===== src/rtl/stack_ctrl_pkg.sv =====
// Shared constants and types for the return-address stack controller.
package stack_ctrl_pkg;

    localparam int DEF_WIDTH = 12;
    localparam int DEF_DEPTH = 8;

    localparam logic OP_PUSH = 1'b1;
    localparam logic OP_POP  = 1'b0;

    typedef enum logic {
        IDLE = 1'b0,
        RESP = 1'b1
    } state_t;

endpackage


===== src/rtl/stack_ctrl_mem.sv =====
// DEPTH x WIDTH storage for the return-address stack: synchronous write,
// registered read that reads as zero in any cycle without a read.
module stack_mem
    import stack_ctrl_pkg::*;
#(
    parameter int WIDTH = DEF_WIDTH,
    parameter int DEPTH = DEF_DEPTH,
    localparam int AW   = $clog2(DEPTH)
) (
    input  logic             clk,
    input  logic             rst,
    input  logic             i_wr_en,
    input  logic [AW-1:0]    i_wr_addr,
    input  logic [WIDTH-1:0] i_wr_data,
    input  logic             i_rd_en,
    input  logic [AW-1:0]    i_rd_addr,
    output logic [WIDTH-1:0] o_rd_data
);

    logic [WIDTH-1:0] r_mem [DEPTH];
    logic [WIDTH-1:0] r_rd_data;

    // NOTE: the array is deliberately left without reset so it maps onto plain
    // storage; only the read register below carries a reset value.
    always_ff @(posedge clk) begin
        if (i_wr_en) begin
            r_mem[i_wr_addr] <= i_wr_data;
        end
    end

    // NOTE: registers are written with <= so every flop samples pre-edge values.
    always_ff @(posedge clk) begin
        if (rst) begin
            r_rd_data <= '0;
        end else if (i_rd_en) begin
            r_rd_data <= r_mem[i_rd_addr];
        end else begin
            r_rd_data <= '0;
        end
    end

    assign o_rd_data = r_rd_data;

endmodule


===== src/rtl/stack_ctrl.sv =====
// Return-address stack controller with two-port round-robin arbitration.
// Define STACK_CTRL_WRAP_EN to make push-when-full overwrite the oldest entry.
module stack_ctrl
    import stack_ctrl_pkg::*;
#(
    parameter int WIDTH = DEF_WIDTH,
    parameter int DEPTH = DEF_DEPTH
) (
    input  logic                     clk,
    input  logic                     rst,
    input  logic                     flush,
    input  logic [1:0]               req_valid,
    input  logic [1:0]               req_op,
    input  logic [WIDTH-1:0]         req_data0,
    input  logic [WIDTH-1:0]         req_data1,
    output logic [1:0]               req_ready,
    output logic [1:0]               rsp_valid,
    output logic [WIDTH-1:0]         rsp_data,
    output logic                     rsp_err,
    output logic [$clog2(DEPTH):0]   count,
    output logic                     full,
    output logic                     empty
);

    localparam int AW = $clog2(DEPTH);
    localparam int CW = AW + 1;

`ifdef STACK_CTRL_WRAP_EN
    localparam logic WRAP_EN = 1'b1;
`else
    localparam logic WRAP_EN = 1'b0;
`endif

    state_t          r_state;
    logic [AW-1:0]   r_top;
    logic [CW-1:0]   r_count;
    logic            r_last_grant;
    logic [1:0]      r_rsp_valid;
    logic            r_rsp_err;

    logic [1:0]      w_grant;
    logic            w_hs;
    logic            w_sel;
    logic            w_op;
    logic [WIDTH-1:0] w_data;
    logic            w_full;
    logic            w_empty;
    logic            w_push_ok;
    logic            w_pop_ok;
    logic            w_err;
    logic [AW-1:0]   w_pop_addr;
    logic            w_suppress;
    logic [WIDTH-1:0] w_rd_data;

    // NOTE: w_grant gets a default before any branch so no latch is inferred.
    always_comb begin
        w_grant = 2'b00;
        if (r_state == IDLE && !flush && !rst) begin
            if (req_valid == 2'b11) begin
                w_grant = r_last_grant ? 2'b01 : 2'b10;
            end else begin
                w_grant = req_valid;
            end
        end
    end

    assign w_hs       = |w_grant;
    assign w_sel      = w_grant[1];
    assign w_op       = req_op[w_sel];
    assign w_data     = w_sel ? req_data1 : req_data0;
    assign w_full     = (r_count == CW'(DEPTH));
    assign w_empty    = (r_count == '0);
    assign w_push_ok  = w_hs && (w_op == OP_PUSH) && (!w_full || WRAP_EN);
    assign w_pop_ok   = w_hs && (w_op == OP_POP) && !w_empty;
    assign w_err      = w_hs && !w_push_ok && !w_pop_ok;
    assign w_pop_addr = r_top - AW'(1);

    always_ff @(posedge clk) begin
        if (rst) begin
            r_state      <= IDLE;
            r_top        <= '0;
            r_count      <= '0;
            r_last_grant <= 1'b1;
            r_rsp_valid  <= '0;
            r_rsp_err    <= 1'b0;
        end else if (flush) begin
            r_state     <= IDLE;
            r_top       <= '0;
            r_count     <= '0;
            r_rsp_valid <= '0;
            r_rsp_err   <= 1'b0;
        end else begin
            r_rsp_valid <= '0;
            r_rsp_err   <= 1'b0;
            if (r_state == IDLE) begin
                if (w_hs) begin
                    r_state      <= RESP;
                    r_last_grant <= w_sel;
                    r_rsp_valid  <= w_grant;
                    r_rsp_err    <= w_err;
                    if (w_push_ok) begin
                        // A wrapping push on a full stack overwrites the oldest entry.
                        r_top <= r_top + AW'(1);
                        if (!w_full) begin
                            r_count <= r_count + CW'(1);
                        end
                    end else if (w_pop_ok) begin
                        r_top   <= w_pop_addr;
                        r_count <= r_count - CW'(1);
                    end
                end
            end else begin
                r_state <= IDLE;
            end
        end
    end

    stack_mem #(
        .WIDTH (WIDTH),
        .DEPTH (DEPTH)
    ) u_mem (
        .clk       (clk),
        .rst       (rst),
        .i_wr_en   (w_push_ok),
        .i_wr_addr (r_top),
        .i_wr_data (w_data),
        .i_rd_en   (w_pop_ok),
        .i_rd_addr (w_pop_addr),
        .o_rd_data (w_rd_data)
    );

    // A flush or reset landing on the response cycle kills the pulse.
    assign w_suppress = flush | rst;
    assign rsp_valid  = r_rsp_valid & {2{~w_suppress}};
    assign rsp_err    = r_rsp_err & ~w_suppress;
    assign rsp_data   = w_rd_data;
    assign req_ready  = w_grant;
    assign count      = r_count;
    assign full       = w_full;
    assign empty      = w_empty;

endmodule


===== config.mk =====
export PLATFORM = sky130hd
export DESIGN_NAME = stack_ctrl
export DESIGN_NICKNAME = d
export VERILOG_FILES = /design/src/rtl/stack_ctrl_pkg.sv /design/src/rtl/stack_ctrl_mem.sv /design/src/rtl/stack_ctrl.sv
export SDC_FILE = /design/constraint.sdc
export NUM_CORES = 1
export LEC_CHECK = 0
export ABC_AREA = 1
export CAP_MARGIN = 40
export CORE_UTILIZATION = 50
export CTS_BUF_LIST = sky130_fd_sc_hd__clkbuf_16
export DETAILED_ROUTE_END_ITERATION = 8
export PLACE_DENSITY = 0.83
export SLEW_MARGIN = 30
export SYNTH_ARGS = -nofsm -noshare
export SYNTH_HDL_FRONTEND = slang
export SYNTH_SLANG_ARGS = --single-unit
export TNS_END_PERCENT = 20

===== constraint.sdc =====
create_clock -name clk -period 2.2 [get_ports clk]
set_input_delay 0.33 -clock clk [delete_from_list [all_inputs] [get_ports clk]]
set_output_delay 0.33 -clock clk [all_outputs]
set_load 0.01 [all_outputs]

==> flow_summary.ini <==
[outcome]
outcome = finished clean

[timing]
slew_headroom = 0.6115
worst_pin_slew_ns = 0.5821
final_hold_viol_count = 0
hold_slack_ns = 0.5363
tns_ns = 0
rsz0062_at_grt = no
skew_ns = 0.007176
final_max_slew_viol_count = 0
finalCriticalPeriod_ns = 2.113
setup_viol = 0
period_share = 0.9605
fmax_mhz = 473.2

[grt]
grt_pass1_wl_um = 17600
antenna_found_initial = 0
grt_usage = 0.2378
grtUsageMet3 = 0.06487
grtUsageMet1 = 0.2850
grt_max_degree = 53
grt_pass1_vias = 3650
grt_use_met2 = 0.4035
grt_overflow_total = 0
grt-busiest-layer = met2

[synthesis]
synthMuxAreaShare = 0
syn_area_sq_um = 4938
synth-xor-area-share = 0.007094
synth-adder-area-share = 0.01013
ys_ff_latch = 120
synth_top_family_by_area = simple AND/OR/NAND/NOR gates
synth_area_per_cell_sq_um = 11.35
synthCells = 435
synth-simple-area-share = 0.1469
synthesis.nets = 470
synth_warnings = 0
synth.distinct_cells = 32
synth-compound-area-share = 0.1173
seq_area_frac_synth = 0.6810

[routing]
vias = 3575
dr.pass1.iters = 5
drtIter0Drc = 286
drc = 0
via_per_inst = 5.336
drtAntennaViolNets = 0
avgRoutedWirePerCell_um = 16.76
drt-total-wl_um = 11230

[layout]
fin_nets = 563
final_area_sq_um = 6426
nFillCells = 645
post-route-util = 0.6825
area_growth_pct = 30.12
n_antenna_cell = 0
drive_gt1_frac = 0.1793
layout_common_cells = 96 x edfxtp_1, 74 x nand2_1, 61 x nor2_1, 53 x o21ai_0, 51 x clkdlybuf4s50_1
final_common_cell = edfxtp_1

[power]
power.internal_mw = 4.244
power_leakage_nw = 2.443
max-vdd-ir-drop_mv = 0.6195
power_density_nw_per_um2 = 832.4
p_sw_mw = 1.105
swShare = 0.2066
pwr-share-comb = 0.061
p_clk_frac = 0.473
p_seq_frac = 0.466

[clocking]
cts.sinks = 120
h-tree-depth = 4
clockRootBuffer = clkbuf_16
cts_tree = done
clockBufferDepth = 2
path_clk_slew_ns = 0.05
insertion_delay_ns = 0.41
cts_buffers = 17
post_cts_buffers = 0

[setup_path]
start_kind = input port
cp.required_ns = 1.87
path_class = in2out
r2r_slack_ns = 0.24
worst-path-max-fanout = 5
arrival_ns = 1.78
r2r_start = count[1]
reg2reg_to = u_mem.r_mem[6][4]
endpoint_kind = primary output
reg2regPathDepth = 9

[place]
place_congestion = 0.8353
place_area_sq_um = 5864
port-buffer-count = 53
hpwl_um = 7208

[worst_hold_path]
hp-class = reg2reg
hp-start = count[0]
hold_end = count[0]
holdPathStages = 1

[floorplanning]
io_pins = 54
dieArea_sq_um = 10280
die_w_um = 101.4
die_h_um = 101.4
core_sq_um = 9415
floorplan.initialDensity = 0.5245
num_rows = 35

[flow_run]
max_cap_violations = 0
-- per-layer routing --
metal | share of wire | vias to the layer above
met2 | 0.51 | 176
met5 | 0 | -
met4 | 0.019 | 0
met3 | 0.077 | 20
met1 | 0.40 | 1668
li1 | - | 1711
-- power groups by stage --
stage | Sequential, mW | Combinational (mW) | Clock, mW
global placement | 2.53 | 0.309 | 0
finish | 2.49 | 0.326 | 2.53
detailed placement | 2.54 | 0.322 | 0
global route | 2.49 | 0.356 | 2.65
floorplan | 2.53 | 0.168 | 0
CTS | 2.49 | 0.325 | 2.55
-- how the worst max path moves through the flow --
stage	start	endpoint	slack, ns	cells after the start
floorplan	count[1]	u_mem.r_mem[1][0]	-0.16	8
global placement	rst	u_mem.r_mem[4][5]	-0.06	11
detailed placement	rst	u_mem.r_mem[4][5]	-0.14	11
CTS	rst	req_ready[0]	0.008	6
global route	rst	rsp_valid[1]	0.04	6
finish	rst	rsp_valid[0]	0.09	6
-- state kept, by name, indices dropped and copies added (netlist names) --
register and flops:
u_mem.o_rd_data 12, r_rsp_valid 2, count 4, r_state 1, r_rsp_err 1, u_mem.r_mem 96
r_last_grant 1, r_top 3
-- stage by stage --
step           setup slack (ns)  std cells  power, mW
2_1_floorplan           -0.1614        435      2.701
3_3_place_gp           -0.05579        638      2.844
3_5_place_dp            -0.1399        638      2.858
4_1_cts                0.007970        670      5.363
5_1_grt                 0.03758        670      5.494
6_report                0.08685        670      5.349
-- area by class of cell --
cell class	count	area (sq um)	share of cell area
clock buffer	17	425.4	0.06620
sequential	120	3364	0.5236
inverter	23	91.34	0.01421
tap	129	161.4	0.02512
clock inverter	15	122.6	0.01908
timing repair buffer	96	854.6	0.1330
multi-input combinational	270	1406	0.2188
-- critical path, cell delays in order --
cell	delay, ns
clkdlybuf4s50_1	0.47
inv_2	0.11
nand2_4	0.06
buf_4	0.15
nor2_1	0.11
clkdlybuf4s50_1	0.55
-- cells in the mapped netlist --
master | count | share of area
a21oi_4 | 1 | 0.0033
a31oi_1 | 1 | 0.0013
o21ai_1 | 3 | 0.0030
dfxtp_1 | 24 | 0.097
nand2_1 | 74 | 0.056
nand3_1 | 4 | 0.0041
ha_1 | 4 | 0.010
o211ai_4 | 1 | 0.0043
o21ai_0 | 53 | 0.054
nor2_1 | 61 | 0.046
clkbuf_1 | 18 | 0.014
o21bai_1 | 1 | 0.0015
inv_1 | 17 | 0.013
buf_6 | 1 | 0.0023
a21oi_1 | 16 | 0.016
xor2_1 | 2 | 0.0035
nor3_2 | 1 | 0.0020
nand2_8 | 1 | 0.0041
edfxtp_1 | 96 | 0.58
xnor2_1 | 2 | 0.0035
buf_2 | 3 | 0.0030
clkinv_4 | 1 | 0.0018
nand3_2 | 2 | 0.0041
o22ai_1 | 24 | 0.030
a21oi_2 | 2 | 0.0035
or2_2 | 1 | 0.0013
nand3b_4 | 1 | 0.0041
nand2_2 | 3 | 0.0038
nand2_4 | 4 | 0.0091
nor2_4 | 3 | 0.0068
nor3_1 | 5 | 0.0051
inv_2 | 5 | 0.0038
-- logic make-up (layout without fill, tap and decap cells) --
kind of cell | count (synthesis) | in the layout
AO/OA/AOI/OAI | 102 | 102
flip-flops | 120 | 120
buffers and inverters | 45 | 151
adder cells (fa/ha/maj) | 4 | 4
XOR/XNOR | 4 | 4
AND/OR/NAND/NOR | 160 | 160
-- repair_timing --
action | in CTS | in global routing
endpoints found under the hold margin | 0 | 0
hold buffers | 0 | 0
gates resized for setup | 1 | 4
endpoints found under the setup margin | 1 | 2
Note: power is estimated with default switching activity, not from simulation.
